**src/rtl/melody_pkg.sv**
```systemverilog
// ----------------------------------------------------------------------------
// melody_pkg
// Shared definitions for the melody sequencer:
//   - state_t           : sequencer state encoding
//   - HALF_PERIOD_TBL   : tone index 1..12 -> half-period in clk_en ticks
//                         (32.768 kHz / (2 * f), C4 = 63 ... B4 = 33)
//   - melody ROM byte field positions and the end-marker value
//   - tone_half_period(): table lookup, returns 0 for rest indices
// ----------------------------------------------------------------------------
package melody_pkg;

  localparam int HP_W      = 7;
  localparam int NUM_TONES = 12;

  // Melody ROM byte layout
  localparam int TONE_LSB = 0;
  localparam int TONE_MSB = 3;
  localparam int LEN_LSB  = 4;
  localparam int LEN_MSB  = 5;
  localparam int OCT_BIT  = 6;
  localparam int END_BIT  = 7;
  localparam logic END_MARKER = 1'b1;

  typedef enum logic [2:0] {
    ST_IDLE,
    ST_FETCH,
    ST_WAIT,
    ST_DECODE,
    ST_PLAY,
    ST_DONE
  } state_t;

  // Entry k holds the half-period of tone index k+1 (C4 .. B4).
  localparam logic [HP_W-1:0] HALF_PERIOD_TBL [NUM_TONES] = '{
    7'd63, 7'd59, 7'd56, 7'd53, 7'd50, 7'd47,
    7'd44, 7'd42, 7'd39, 7'd37, 7'd35, 7'd33
  };

  // Indices 0 and 13..15 are rests and map to a zero half-period.
  function automatic logic [HP_W-1:0] tone_half_period(input logic [3:0] tone);
    logic [HP_W-1:0] hp;
    hp = '0;
    if (tone >= 4'd1 && tone <= 4'd12) begin
      hp = HALF_PERIOD_TBL[tone - 4'd1];
    end
    return hp;
  endfunction

endpackage

```
**src/rtl/melody_seq_tone.sv**
```systemverilog
// ----------------------------------------------------------------------------
// melody_tone
// Square-wave generator for one note. While enabled, counts clk_en ticks and
// toggles the output every half_period ticks. A zero half_period is a rest.
// Dropping enable clears the counter and forces the output low at once.
// Ports:
//   clk, reset_n  : clock, asynchronous active-low reset
//   clk_en        : 32.768 kHz advance strobe
//   enable        : high while the sequencer is playing a note
//   half_period   : toggle interval in clk_en ticks (0 = rest)
//   tone_out      : buzzer drive
// ----------------------------------------------------------------------------
module melody_tone
  import melody_pkg::*;
(
  input  logic            clk,
  input  logic            reset_n,
  input  logic            clk_en,
  input  logic            enable,
  input  logic [HP_W-1:0] half_period,
  output logic            tone_out
);

  logic [HP_W-1:0] cnt;
  logic            tone_q;

  always_ff @(posedge clk or negedge reset_n) begin
    if (!reset_n) begin
      cnt    <= '0;
      tone_q <= 1'b0;
    end else if (clk_en) begin
      if (!enable || half_period == '0) begin
        cnt    <= '0;
        tone_q <= 1'b0;
      end else if (cnt == half_period - HP_W'(1)) begin
        cnt    <= '0;
        tone_q <= ~tone_q;
      end else begin
        cnt <= cnt + HP_W'(1);
      end
    end
  end

  // Gating with enable drops the output in the same cycle the note ends,
  // rather than one clk_en later when tone_q is cleared.
  assign tone_out = tone_q & enable;

endmodule

```
**src/rtl/melody_seq.sv**
```systemverilog
// ----------------------------------------------------------------------------
// melody_seq
// Plays tone/rest sequences from a byte-wide melody ROM as a square wave.
// Each ROM byte: [3:0] tone index, [5:4] length code L (2^L duration units),
// [6] octave, [7] end marker. Duration units are rising edges of
// divider_tick, sampled on clk_en cycles.
// Optional build macro: MELODY_OCTAVE_EN -- when defined, bit [6] halves the
// half-period (minimum 1); when undefined bit [6] is ignored.
// Ports:
//   clk, reset_n     : clock, asynchronous active-low reset
//   clk_en           : 32.768 kHz enable, all state advances only when high
//   divider_tick     : timebase tap, one duration unit per rising edge
//   melody_start     : command pulse, play from melody_addr
//   melody_stop      : command pulse, abort (wins over melody_start)
//   melody_loop      : level, restart at the start address on an end byte
//   melody_addr      : start address, sampled with melody_start
//   rom_addr         : melody ROM read address
//   rom_data         : ROM byte, valid one clk_en cycle after rom_addr changes
//   tone_out         : buzzer drive
//   busy             : high outside IDLE
//   melody_done      : high for the single DONE cycle on normal completion
// ----------------------------------------------------------------------------
module melody_seq
  import melody_pkg::*;
#(
  parameter int ADDR_W = 8
) (
  input  logic              clk,
  input  logic              reset_n,
  input  logic              clk_en,
  input  logic              divider_tick,
  input  logic              melody_start,
  input  logic              melody_stop,
  input  logic              melody_loop,
  input  logic [ADDR_W-1:0] melody_addr,
  output logic [ADDR_W-1:0] rom_addr,
  input  logic [7:0]        rom_data,
  output logic              tone_out,
  output logic              busy,
  output logic              melody_done
);

  state_t            state, state_nxt;
  logic [ADDR_W-1:0] ptr;
  logic [ADDR_W-1:0] start_addr;
  logic [3:0]        tone_idx;
  logic [1:0]        len_code;
  logic [2:0]        dur_cnt;
  logic [3:0]        units;
  logic              tick_q;
  logic              tick_edge;
  logic              note_end;
  logic              rom_is_end;
  logic              play_en;
  logic [HP_W-1:0]   half_period;

`ifdef MELODY_OCTAVE_EN
  logic              oct_q;
`else
  logic              unused_oct;
  assign unused_oct = rom_data[OCT_BIT];
`endif

  assign rom_addr   = ptr;
  assign rom_is_end = (rom_data[END_BIT] == END_MARKER);
  assign units      = 4'd1 << len_code;
  // tick_q holds divider_tick from the previous clk_en cycle.
  assign tick_edge  = divider_tick & ~tick_q;
  assign note_end   = tick_edge && ({1'b0, dur_cnt} == units - 4'd1);

  always_comb begin
    half_period = tone_half_period(tone_idx);
`ifdef MELODY_OCTAVE_EN
    if (oct_q && half_period > HP_W'(1)) begin
      half_period = half_period >> 1;
    end
`endif
  end

  always_ff @(posedge clk or negedge reset_n) begin
    if (!reset_n) begin
      state <= ST_IDLE;
    end else begin
      state <= state_nxt;
    end
  end

  always_comb begin
    state_nxt   = state;
    busy        = (state != ST_IDLE);
    melody_done = (state == ST_DONE);
    play_en     = (state == ST_PLAY);
    if (clk_en) begin
      if (melody_stop) begin
        state_nxt = ST_IDLE;
      end else if (melody_start) begin
        state_nxt = ST_FETCH;
      end else begin
        case (state)
          ST_FETCH:  state_nxt = ST_WAIT;
          ST_WAIT:   state_nxt = ST_DECODE;
          ST_DECODE: begin
            if (rom_is_end) begin
              state_nxt = melody_loop ? ST_FETCH : ST_DONE;
            end else begin
              state_nxt = ST_PLAY;
            end
          end
          ST_PLAY:   if (note_end) state_nxt = ST_FETCH;
          ST_DONE:   state_nxt = ST_IDLE;
          default:   state_nxt = state;
        endcase
      end
    end
  end

  always_ff @(posedge clk or negedge reset_n) begin
    if (!reset_n) begin
      ptr        <= '0;
      start_addr <= '0;
      tone_idx   <= '0;
      len_code   <= '0;
      dur_cnt    <= '0;
      tick_q     <= 1'b0;
`ifdef MELODY_OCTAVE_EN
      oct_q      <= 1'b0;
`endif
    end else if (clk_en) begin
      tick_q <= divider_tick;
      if (melody_stop) begin
        dur_cnt <= '0;
      end else if (melody_start) begin
        ptr        <= melody_addr;
        start_addr <= melody_addr;
        dur_cnt    <= '0;
      end else begin
        case (state)
          ST_DECODE: begin
            tone_idx <= rom_data[TONE_MSB:TONE_LSB];
            len_code <= rom_data[LEN_MSB:LEN_LSB];
`ifdef MELODY_OCTAVE_EN
            oct_q    <= rom_data[OCT_BIT];
`endif
            dur_cnt  <= '0;
            // Pointer wraps naturally at 2^ADDR_W; an end byte either
            // reloads the start address (loop) or leaves it in place.
            if (!rom_is_end) begin
              ptr <= ptr + ADDR_W'(1);
            end else if (melody_loop) begin
              ptr <= start_addr;
            end
          end
          ST_PLAY: begin
            if (tick_edge) begin
              dur_cnt <= note_end ? 3'd0 : dur_cnt + 3'd1;
            end
          end
          default: ;
        endcase
      end
    end
  end

  melody_tone u_tone (
    .clk         (clk),
    .reset_n     (reset_n),
    .clk_en      (clk_en),
    .enable      (play_en),
    .half_period (half_period),
    .tone_out    (tone_out)
  );

endmodule

```
**config.mk**
```make
export PLATFORM = sky130hd
export DESIGN_NAME = melody_seq
export DESIGN_NICKNAME = d
export VERILOG_FILES = /design/src/rtl/melody_pkg.sv /design/src/rtl/melody_seq_tone.sv /design/src/rtl/melody_seq.sv
export SDC_FILE = /design/constraint.sdc
export NUM_CORES = 1
export LEC_CHECK = 0
export ABC_AREA = 1
export ABC_CLOCK_PERIOD_IN_PS = 2690
export BUFFER_PORTS_ARGS = -buffer_cell sky130_fd_sc_hd__buf_2
export CAP_MARGIN = 10
export CORE_MARGIN = 3
export CORE_UTILIZATION = 35
export DETAILED_ROUTE_END_ITERATION = 8
export GPL_TIMING_DRIVEN = 0
export PLACE_DENSITY = 0.49
export SETUP_SLACK_MARGIN = 0.5
export SYNTH_ARGS = -nofsm -noshare
export SYNTH_HDL_FRONTEND = slang
export SYNTH_SLANG_ARGS = --single-unit
```
**constraint.sdc**
```tcl
create_clock -name clk -period 2.69 [get_ports clk]
set_input_delay 0.4035 -clock clk [delete_from_list [all_inputs] [get_ports clk]]
set_output_delay 0.4035 -clock clk [all_outputs]
set_load 0.02 [all_outputs]
```
==> metrics.cfg <==
[global_routing]
grt_util_all_layers_pct=16.2
grt_max_degree=38
grt_pass1_wl_um=11200
grt_pass1_vias=2453
antenna_found_initial=0
overflow=0

[timing]
holdWs_ps=212
post-route-min-period_ps=2270
skew_ps=5.13
setup-tns-final_ps=0
max_slew.worst_pin.slew_ps=849
finalSetupViolCount=0
period_share_pct=84.6
slew_headroom_pct=43.4
slew_viol_final=0
fmax_mhz=440
hold_viol_final=0
rsz0062_at_grt=true

[floorplan]
std_cell_rows=30
io_pins=34
die_x_um=91.1
start_util_pct=36.7
dieArea_sq_um=8310
core-area_sq_um=6910
die_h_um=91.1

[run_status]
status=complete, no violations

[yosys]
synth-compound-area-share_pct=13.9
synth_top_family_by_area=simple AND/OR/NAND/NOR gates
synthFlopType=dfrtp_1
ys_seq_area_share_pct=36.5
synth_seq_cells=37
synth-edff-count=0
synth_area_per_cell_sq_um=7.17
ys_warn_count=0
synthAdderAreaFrac_pct=5.42
synthArstFlopShare_pct=100
yosys.area_share.simple_pct=29.5
synthesis.nets=388
yosysUniqueCellTypes=32
syn_inst=354
synth_area_sq_um=2540
synth_mux_area_share_pct=2.66
synth_xor_area_share_pct=3.45

[layout]
final_util_pct=46.4
drive_above_1_share_pct=24.0
fin_area_sq_um=3200
areaGrowthSynthToFinish_pct=26.2
final_common_cell=nand2_1
antennaDiodeCount=0
fillers=751
mostFrequentLayoutCells=80 x nand2_1, 42 x inv_1, 34 x dfrtp_1
nNetsFinal=445

[placement]
place_congestion=0.810
portBuffers=30
hpwl_um=4540
placed_cell_area_sq_um=2860

[worst_setup_path]
worst-r2r-setup-slack_ps=420
startpoint_type=flop
arrival_ps=2450
ff2ff_path_depth=19
worstSetupPathType=reg -> reg
end_kind=flop
reg2reg_from=tone_idx[0]$_DFFE_PN0P_
crit_fanout=6
critPathRequiredTime_ps=2870
r2r_end=u_tone.cnt[5]$_DFFE_PN0P_

[run]
maxCapViolCount=0

[cts]
clock_sinks=37
clockBufferDepth=2
clock_latency_ps=280
ctsRootBufferMaster=clkbuf_8
cts_tree=yes
numCtsBuffers=5
cts.reportedPaths.clkPinSlew_ps=80
h-tree-depth=2

[detailed_routing]
first_pass_iters=4
vias_per_cell=4.83
drtAntennaViolNets=0
drt_iter0_drc=106
wl_per_cell_um=12.2
wirelength_um=6220
drcViolationCount=0
vias=2452

[power]
vdd_drop_max_mv=0.285
power.leakage_uw=0.00158
p_per_area_nw_per_um2=674
power.total_uw=2160

[hold_path]
hold_path_class=in -> async

## per-layer routing
metal,global-route usage [%],wire length (um),part of all wire [%],up-vias
met5,0,0,0,-
met1,21.5,3150,51,1151
met3,2.32,153,2.5,2
met2,27.1,2890,46,29
li1,-,-,-,1270
met4,5.03,34,0.55,0
## worst max-delay path, stage by stage, from the launching register on
cell and delay, ps:
dfrtp_2 410, clkinv_4 100, ha_4 200, inv_4 60
nand2_4 70, nand2_2 80, nand2_1 40, nand2_1 60
nand2_1 60, nand3_2 90, ha_4 170, nand2_4 60
xnor2_2 120, nor2_1 100, o21ai_1 70, nor2_2 110
nand3_2 120, nand2_4 110, buf_4 110, a21oi_2 40
## Yosys cell counts, types with 2 or more instances
master,number,area [sq um]
clkinv_1,2,7.51
o211ai_1,3,22.5
nand2_4,2,22.5
clkbuf_1,6,22.5
o21ai_0,30,150
a21oi_1,20,100
inv_1,44,165
o2111ai_1,2,17.5
nand3_1,31,155
a31oi_1,3,18.8
nor3_1,5,25.0
nand4_1,5,31.3
xnor2_1,3,26.3
dfrtp_1,37,926
inv_2,5,18.8
nor2_1,33,124
mux2_2,6,67.6
xor2_1,7,61.3
nand2_2,6,37.5
ha_1,11,138
nand2_1,82,308
## timing repair
action	CTS	global route
setup endpoints to repair	8	9
gates resized for setup	12	10
buffers inserted	14	5
cloned	1	0
pin swaps	12	1
hold endpoints to repair	0	0
hold buffers	0	0
## power by group
part	internal (uW)	switching, uW	leakage [uW]	total [uW]
Sequential	630	66.5	0.000457	697
Combinational	418	539	0.00106	957
Clock	303	203	0.0000585	506
Total	1350	808	0.00158	2160
## metrics by stage
step | std cells | setup WS (ps)
CTS | 503 | 407
detailed placement | 480 | 250
global route | 508 | 163
floorplan | 354 | 501
global placement | 480 | 226
finish | 508 | 415
## flip-flops by register name, summed over array words and instances, names as in the netlist
name / count
u_tone.cnt: 7
start_addr: 8
state: 3
u_tone.tone_q: 1
rom_addr: 8
tick_q: 1
tone_idx: 4
len_code: 2
dur_cnt: 3
## cell families (layout without fill, tap and decap cells)
group                    count (synthesis)  after routing
buffers and inverters                   58            115
AO/OA/AOI/OAI                           64             64
XOR/XNOR                                10             10
AND/OR/NAND/NOR                        168            169
adder cells (fa/ha/maj)                 11             11
flip-flops                              37             37
multiplexers                             6              6
## layout make-up
cell class / instances / area (sq um) / share of cell area, %
Sequential cell: 37 / 930 / 29.0
Clock buffer: 7 / 86.3 / 2.70
Tap cell: 96 / 120 / 3.75
Clock inverter: 1 / 30.0 / 0.938
Inverter: 51 / 204 / 6.37
Timing Repair Buffer: 49 / 305 / 9.53
Multi-Input combinational cell: 260 / 1500 / 46.8
Buffer: 7 / 28.8 / 0.898
## how the worst max path moves through the flow
stage / start / end / depth (start not counted)
2_1_floorplan: tone_idx[0]$_DFFE_PN0P_ / u_tone.tone_q$_DFFE_PN0P_ / 19
3_3_place_gp: tone_idx[1]$_DFFE_PN0P_ / u_tone.tone_q$_DFFE_PN0P_ / 20
3_5_place_dp: tone_idx[1]$_DFFE_PN0P_ / u_tone.tone_q$_DFFE_PN0P_ / 20
4_1_cts: tone_idx[0]$_DFFE_PN0P_ / u_tone.tone_q$_DFFE_PN0P_ / 19
5_1_grt: tone_idx[0]$_DFFE_PN0P_ / u_tone.tone_q$_DFFE_PN0P_ / 20
6_report: tone_idx[0]$_DFFE_PN0P_ / u_tone.cnt[5]$_DFFE_PN0P_ / 19
Note: power is estimated with default switching activity, not from simulation.
